## config.mk

```make
export PLATFORM = sky130hd
export DESIGN_NAME = key_encoder_8_3
export DESIGN_NICKNAME = d
export VERILOG_FILES = /design/src/rtl/key_encoder_8_3.sv
export SDC_FILE = /design/constraint.sdc
export NUM_CORES = 1
export LEC_CHECK = 0
export BUFFER_PORTS_ARGS = -buffer_cell sky130_fd_sc_hd__buf_4
export CAP_MARGIN = 25
export CORE_MARGIN = 2
export CORE_UTILIZATION = 64
export CTS_CLUSTER_SIZE = 20
export DETAILED_ROUTE_END_ITERATION = 8
export PLACE_DENSITY_LB_ADDON = 0.2
export SYNTH_ARGS = -nofsm -noshare
export SYNTH_HDL_FRONTEND = slang
export SYNTH_SLANG_ARGS = --single-unit
```

## constraint.sdc

```tcl
create_clock -name clk -period 11.5 [get_ports clk]
set_input_delay 0 -clock clk [delete_from_list [all_inputs] [get_ports clk]]
set_output_delay 0 -clock clk [all_outputs]
set_load 0.1 [all_outputs]
```

## src/rtl/key_encoder_8_3.sv

```systemverilog
// rtl/key_encoder_8_3.sv - debounced 8-to-3 active-low priority key encoder (optional auto-repeat: ENC_REPEAT_EN)
module key_encoder_8_3 #(
    parameter int DEB_CYCLES    = 16,
    parameter int REPEAT_CYCLES = 64
) (
    input  logic       clk,
    input  logic       rst_n,
    input  logic [7:0] in_n,
    output logic [2:0] code,
    output logic       valid,
    output logic       held,
    output logic       multi
);

    localparam int CNT_W = $clog2(DEB_CYCLES + 1);
    localparam logic [CNT_W-1:0] CNT_MAX = CNT_W'(DEB_CYCLES);
    localparam logic [CNT_W-1:0] CNT_ONE = CNT_W'(1);

    localparam logic [1:0] ST_IDLE     = 2'd0;
    localparam logic [1:0] ST_DEBOUNCE = 2'd1;
    localparam logic [1:0] ST_HELD     = 2'd2;
    localparam logic [1:0] ST_RELEASE  = 2'd3;

    // Debounce and repeat counters both rely on these lower bounds.
    if (DEB_CYCLES < 2 || REPEAT_CYCLES < 2) begin : g_bad_params
        $error("key_encoder_8_3: DEB_CYCLES and REPEAT_CYCLES must be >= 2");
    end

    logic [7:0]       sync1_q;
    logic [7:0]       s_n_q;
    logic [1:0]       state_q, state_d;
    logic [7:0]       pat_q, pat_d;
    logic [CNT_W-1:0] cnt_q, cnt_d;
    logic [CNT_W-1:0] cnt_inc;
    logic [2:0]       code_q, code_d;
    logic             multi_q, multi_d;
    logic             valid_q, valid_d;
    logic             held_q, held_d;
    logic             accept;
    logic             rep_fire;
    logic             all_high;

    // Lowest-numbered low line wins.
    function automatic logic [2:0] prio_code(input logic [7:0] p);
        logic [2:0] r;
        r = 3'd0;
        for (int k = 7; k >= 0; k--) begin
            if (!p[k]) r = 3'(k);
        end
        return r;
    endfunction

    // True when two or more lines are low in the pattern.
    function automatic logic multi_low(input logic [7:0] p);
        int n;
        n = 0;
        for (int k = 0; k < 8; k++) begin
            if (!p[k]) n++;
        end
        return (n > 1);
    endfunction

    // Two-flop synchroniser; idles at all-ones so reset looks like "nothing pressed".
    always_ff @(posedge clk or negedge rst_n) begin
        if (!rst_n) begin
            sync1_q <= 8'hFF;
            s_n_q   <= 8'hFF;
        end else begin
            sync1_q <= in_n;
            s_n_q   <= sync1_q;
        end
    end

    assign all_high = (s_n_q == 8'hFF);
    assign cnt_inc  = (cnt_q == CNT_MAX) ? cnt_q : cnt_q + CNT_ONE;

    // Press/release state machine with saturating stability counter.
    always_comb begin
        state_d = state_q;
        pat_d   = pat_q;
        cnt_d   = cnt_q;
        code_d  = code_q;
        multi_d = multi_q;
        accept  = 1'b0;
        case (state_q)
            ST_IDLE: begin
                if (!all_high) begin
                    pat_d   = s_n_q;
                    cnt_d   = CNT_ONE;
                    state_d = ST_DEBOUNCE;
                end
            end
            ST_DEBOUNCE: begin
                if (all_high) begin
                    cnt_d   = '0;
                    state_d = ST_IDLE;
                end else if (s_n_q != pat_q) begin
                    pat_d = s_n_q;
                    cnt_d = CNT_ONE;
                end else if (cnt_inc == CNT_MAX) begin
                    cnt_d   = '0;
                    code_d  = prio_code(pat_q);
                    multi_d = multi_low(pat_q);
                    accept  = 1'b1;
                    state_d = ST_HELD;
                end else begin
                    cnt_d = cnt_inc;
                end
            end
            ST_HELD: begin
                // Pattern changes while a line is still low are deliberately ignored.
                if (all_high) begin
                    cnt_d   = CNT_ONE;
                    state_d = ST_RELEASE;
                end
            end
            default: begin
                // A low line during release is a bounce: restart the count, never a new press.
                if (!all_high) begin
                    cnt_d = '0;
                end else if (cnt_inc == CNT_MAX) begin
                    cnt_d   = '0;
                    state_d = ST_IDLE;
                end else begin
                    cnt_d = cnt_inc;
                end
            end
        endcase
    end

`ifdef ENC_REPEAT_EN
    localparam int REP_W = $clog2(REPEAT_CYCLES + 1);
    localparam logic [REP_W-1:0] REP_LAST = REP_W'(REPEAT_CYCLES - 1);
    logic [REP_W-1:0] rep_q, rep_d;

    // Repeat timer runs only while staying in HELD; cleared on entry and elsewhere.
    always_comb begin
        rep_d    = '0;
        rep_fire = 1'b0;
        if (state_q == ST_HELD && state_d == ST_HELD) begin
            if (rep_q == REP_LAST) begin
                rep_fire = 1'b1;
            end else begin
                rep_d = rep_q + REP_W'(1);
            end
        end
    end

    // Repeat timer register.
    always_ff @(posedge clk or negedge rst_n) begin
        if (!rst_n) rep_q <= '0;
        else        rep_q <= rep_d;
    end
`else
    assign rep_fire = 1'b0;
`endif

    assign valid_d = accept | rep_fire;
    assign held_d  = (state_d == ST_HELD) || (state_d == ST_RELEASE);

    // FSM and registered outputs.
    always_ff @(posedge clk or negedge rst_n) begin
        if (!rst_n) begin
            state_q <= ST_IDLE;
            pat_q   <= 8'hFF;
            cnt_q   <= '0;
            code_q  <= 3'd0;
            multi_q <= 1'b0;
            valid_q <= 1'b0;
            held_q  <= 1'b0;
        end else begin
            state_q <= state_d;
            pat_q   <= pat_d;
            cnt_q   <= cnt_d;
            code_q  <= code_d;
            multi_q <= multi_d;
            valid_q <= valid_d;
            held_q  <= held_d;
        end
    end

    assign code  = code_q;
    assign multi = multi_q;
    assign valid = valid_q;
    assign held  = held_q;

endmodule

```

==> out/metrics.yaml <==
layout:
  area_growth_pct: 13.0
  fill_cells: 214
  instances_no_fill: 269
  final_cell_mix: "dfstp_2 (24), nand2_1 (16), buf_4 (15), xnor2_1 (14)"
  diodes: 0
  final_layout_size_suffix_gt1_share_pct: 27.6
  layout.nets: 244
  fin_area_mm2: 0.00239
  layout_commonest_cell: "dfstp_2"
logic_synthesis:
  synth-compound-area-share_pct: 13.1
  synth_top_area_cell: "dfstp_2"
  syn-num-nets: 219
  synth_top_family_by_area: "simple AND/OR/NAND/NOR gates"
  yosys.area_share.simple_pct: 14.7
  ys_types: 49
  yosysTopAreaCellShare_pct: 29.8
  synth_seq_cells: 37
  synth_xor_area_share_pct: 11.4
  syn_area_per_cell_um2: 10.6
  synth_mux_area_share_pct: 5.74
  synth_top_cells_by_area: "dfstp_2 (30%), dfrtp_1 (15%), ha_1 (5.9%), xnor2_1 (5.8%), mux2_2 (4.8%)"
  yosys_most_used_dff: "dfstp_2"
  yosysWarnings: 0
  synth_fa_ha_area_share_pct: 5.91
  syn-instance-count: 199
  synth_edf_count: 0
  syn-cell-area_mm2: 0.00212
  synth_async_sr_flop_share_pct: 100
  synth-seq-area-share_pct: 45.2
setup_path:
  worstPathRequired_ps: 11740
  cp_max_fo: 7
  crit_chain: "inv_1 -> ha_1 -> nor2b_1 -> mux2i_1 -> nand2_1 -> ha_1 -> nor2_1 -> a31oi_1 -> ha_1 -> o22ai_1 -> a31oi_1 -> ha_1 -> mux2i_1 -> inv_1 -> ha_1 -> or4_1 -> a221oi_2 -> o31ai_1"
  r2r_slack_ps: 6820
  path_class: "register to register"
  cpPeakStageDelay_ps: 610
  start_kind: "register"
  worstPathArrival_ps: 4920
  cp-end-kind: "register"
  crit_path_top_delay_cell: "dfstp_2"
  cpMostUsedCell: "ha_1"
cts:
  cts_tree: "done"
  cts_setup_buffers: 0
  htreeDepth: 2
  clkLatencyLatePin_ps: 350
  clockRootBuffer: "clkbuf_4"
  path_clk_slew_ps: 120
  cts_max_path_buffers: 2
  cts-resized-gates: 0
  cts_made_buffers: 5
  ctsHoldBuffers: 9
  clock_sinks: 37
global_route:
  grt_usage_pct: 24.0
  grt_pass1_wl_um: 6580
  antenna_found_initial: 0
  grt_start_max_net_pins: 38
  grt_pass1_vias: 1489
  overflow: 0
power:
  power_density_mw_per_mm2: 118
  vdd.ir_drop.worst_uv: 84.5
  leakagePower_nw: 1.02
routing:
  avgViaCountPerCell: 5.72
  first_pass_iters: 4
  drc: 0
  wire_per_inst_um: 14.7
  totalWireLength_um: 3950
  drtIter0Drc: 98
  vias: 1540
  ant_nets: 0
place:
  placedInstanceArea_mm2: 0.00225
  gp_congestion: 0.863
  placed_cells: 252
  io_buffers: 15
  post-dp-hpwl_um: 2930
status:
  run_status: "finished, final reports clean"
sta:
  finalClockSkew_ps: 15.0
  rsz0062_at_grt: "no"
  finalHoldViolations: 0
  slew_headroom_pct: 67.0
  slew_violations: 0
  worst_slew_pin_slew_ps: 491
  timing.final.crit_share_pct: 40.7
  max_freq_ghz: 0.214
  tns_ps: 0
  finalSetupViolations: 0
  layout_min_cycle_time_ps: 4680
job:
  cap_viol_max_count: 0
floorplan:
  dieWidth_um: 61.5
  initial_utilization_pct: 68.2
  dieArea_mm2: 0.00378
  rows: 20
  die_y_um: 61.5
  ios: 16
  core-area_mm2: 0.00310
hold_path:
  hold_path.class: "input port to async pin"
-- logic make-up (layout without fill, tap and decap cells) --
group	count (synthesis)	after routing
AO/OA/AOI/OAI	41	41
XOR/XNOR	22	22
adder cells (fa/ha/maj)	10	10
buffers and inverters	19	45
flip-flops	37	37
multiplexers	11	11
AND/OR/NAND/NOR	59	59
-- worst max-delay path, delay by kind of cell (launching register included) --
kind	cells	cell delay, ps
AO/OA/AOI/OAI	5	740
adder cells (fa/ha/maj)	5	1540
buffers and inverters	2	210
flip-flops	1	610
multiplexers	2	540
AND/OR/NAND/NOR	4	940
-- routing by layer --
layer | track usage (%) | routed length (um)
met5 | 0 | 0
met2 | 40.0 | 2020
met1 | 30.0 | 1710
met4 | 8.81 | 72
met3 | 6.51 | 152
-- path summary, 6_finish.rpt --
kind / start / end / cells after the start
min in group clk: in_n[5] / sync1_q[5]$_DFF_PN1_ / 2
setup reg to reg: pat_q[0]$_DFFE_PN1P_ / multi$_DFFE_PN0P_ / 18
hold reg to reg: sync1_q[0]$_DFF_PN1_ / s_n_q[0]$_DFF_PN1_ / 0
max in group asynchronous: rst_n / pat_q[2]$_DFFE_PN1P_ / 2
setup / recovery: pat_q[0]$_DFFE_PN1P_ / multi$_DFFE_PN0P_ / 18
hold / removal: rst_n / multi$_DFFE_PN0P_ / 2
-- flip-flops by register name, indices dropped and copies added, names as in the netlist --
name     flops
pat_q        8
sync1_q      8
held         1
s_n_q        8
valid        1
multi        1
code         3
state_q      2
cnt_q        5
-- power by group --
part	internal, mW	switching, mW	leakage (nW)
registers	0.138	0.00693	0.424
logic	0.0323	0.0363	0.564
clock network	0.0230	0.0441	0.0310
-- cell type report --
type                            count  area [um2]  area share [%]
Inverter                           13        48.8            2.04
Multi-Input combinational cell    143        1070            44.9
Sequential cell                    37         956            40.0
Tap cell                           44        55.1            2.30
Clock buffer                        5        37.5            1.57
Clock inverter                      3        17.5           0.733
Timing Repair Buffer               24         203            8.48
-- synth_stat cells (all sizes together), types with 3 or more instances --
cell,n
ha,10
and2,3
nand4,4
or3,3
buf,5
dfstp,24
nor3,3
xnor2,16
inv,13
nand2,16
o31ai,3
nor2b,4
dfrtp,13
mux2,9
xor2,5
nor2,11
nand3,3
a21oi,8
o21ai,13
a211oi,3
-- per-stage QoR --
stage	hold WS (ps)	utilization (%)	setup WS [ps]	total power, mW
6_report	106	77.1	6820	0.281
5_1_grt	151	77.1	6520	0.298
4_1_cts	132	77.1	6840	0.283
3_5_place_dp	-25.0	72.4	6870	0.214
3_3_place_gp	-34.7	72.4	7170	0.205
2_1_floorplan	-296	-	7330	0.196
No activity file was read; power rests on OpenSTA's default activity.
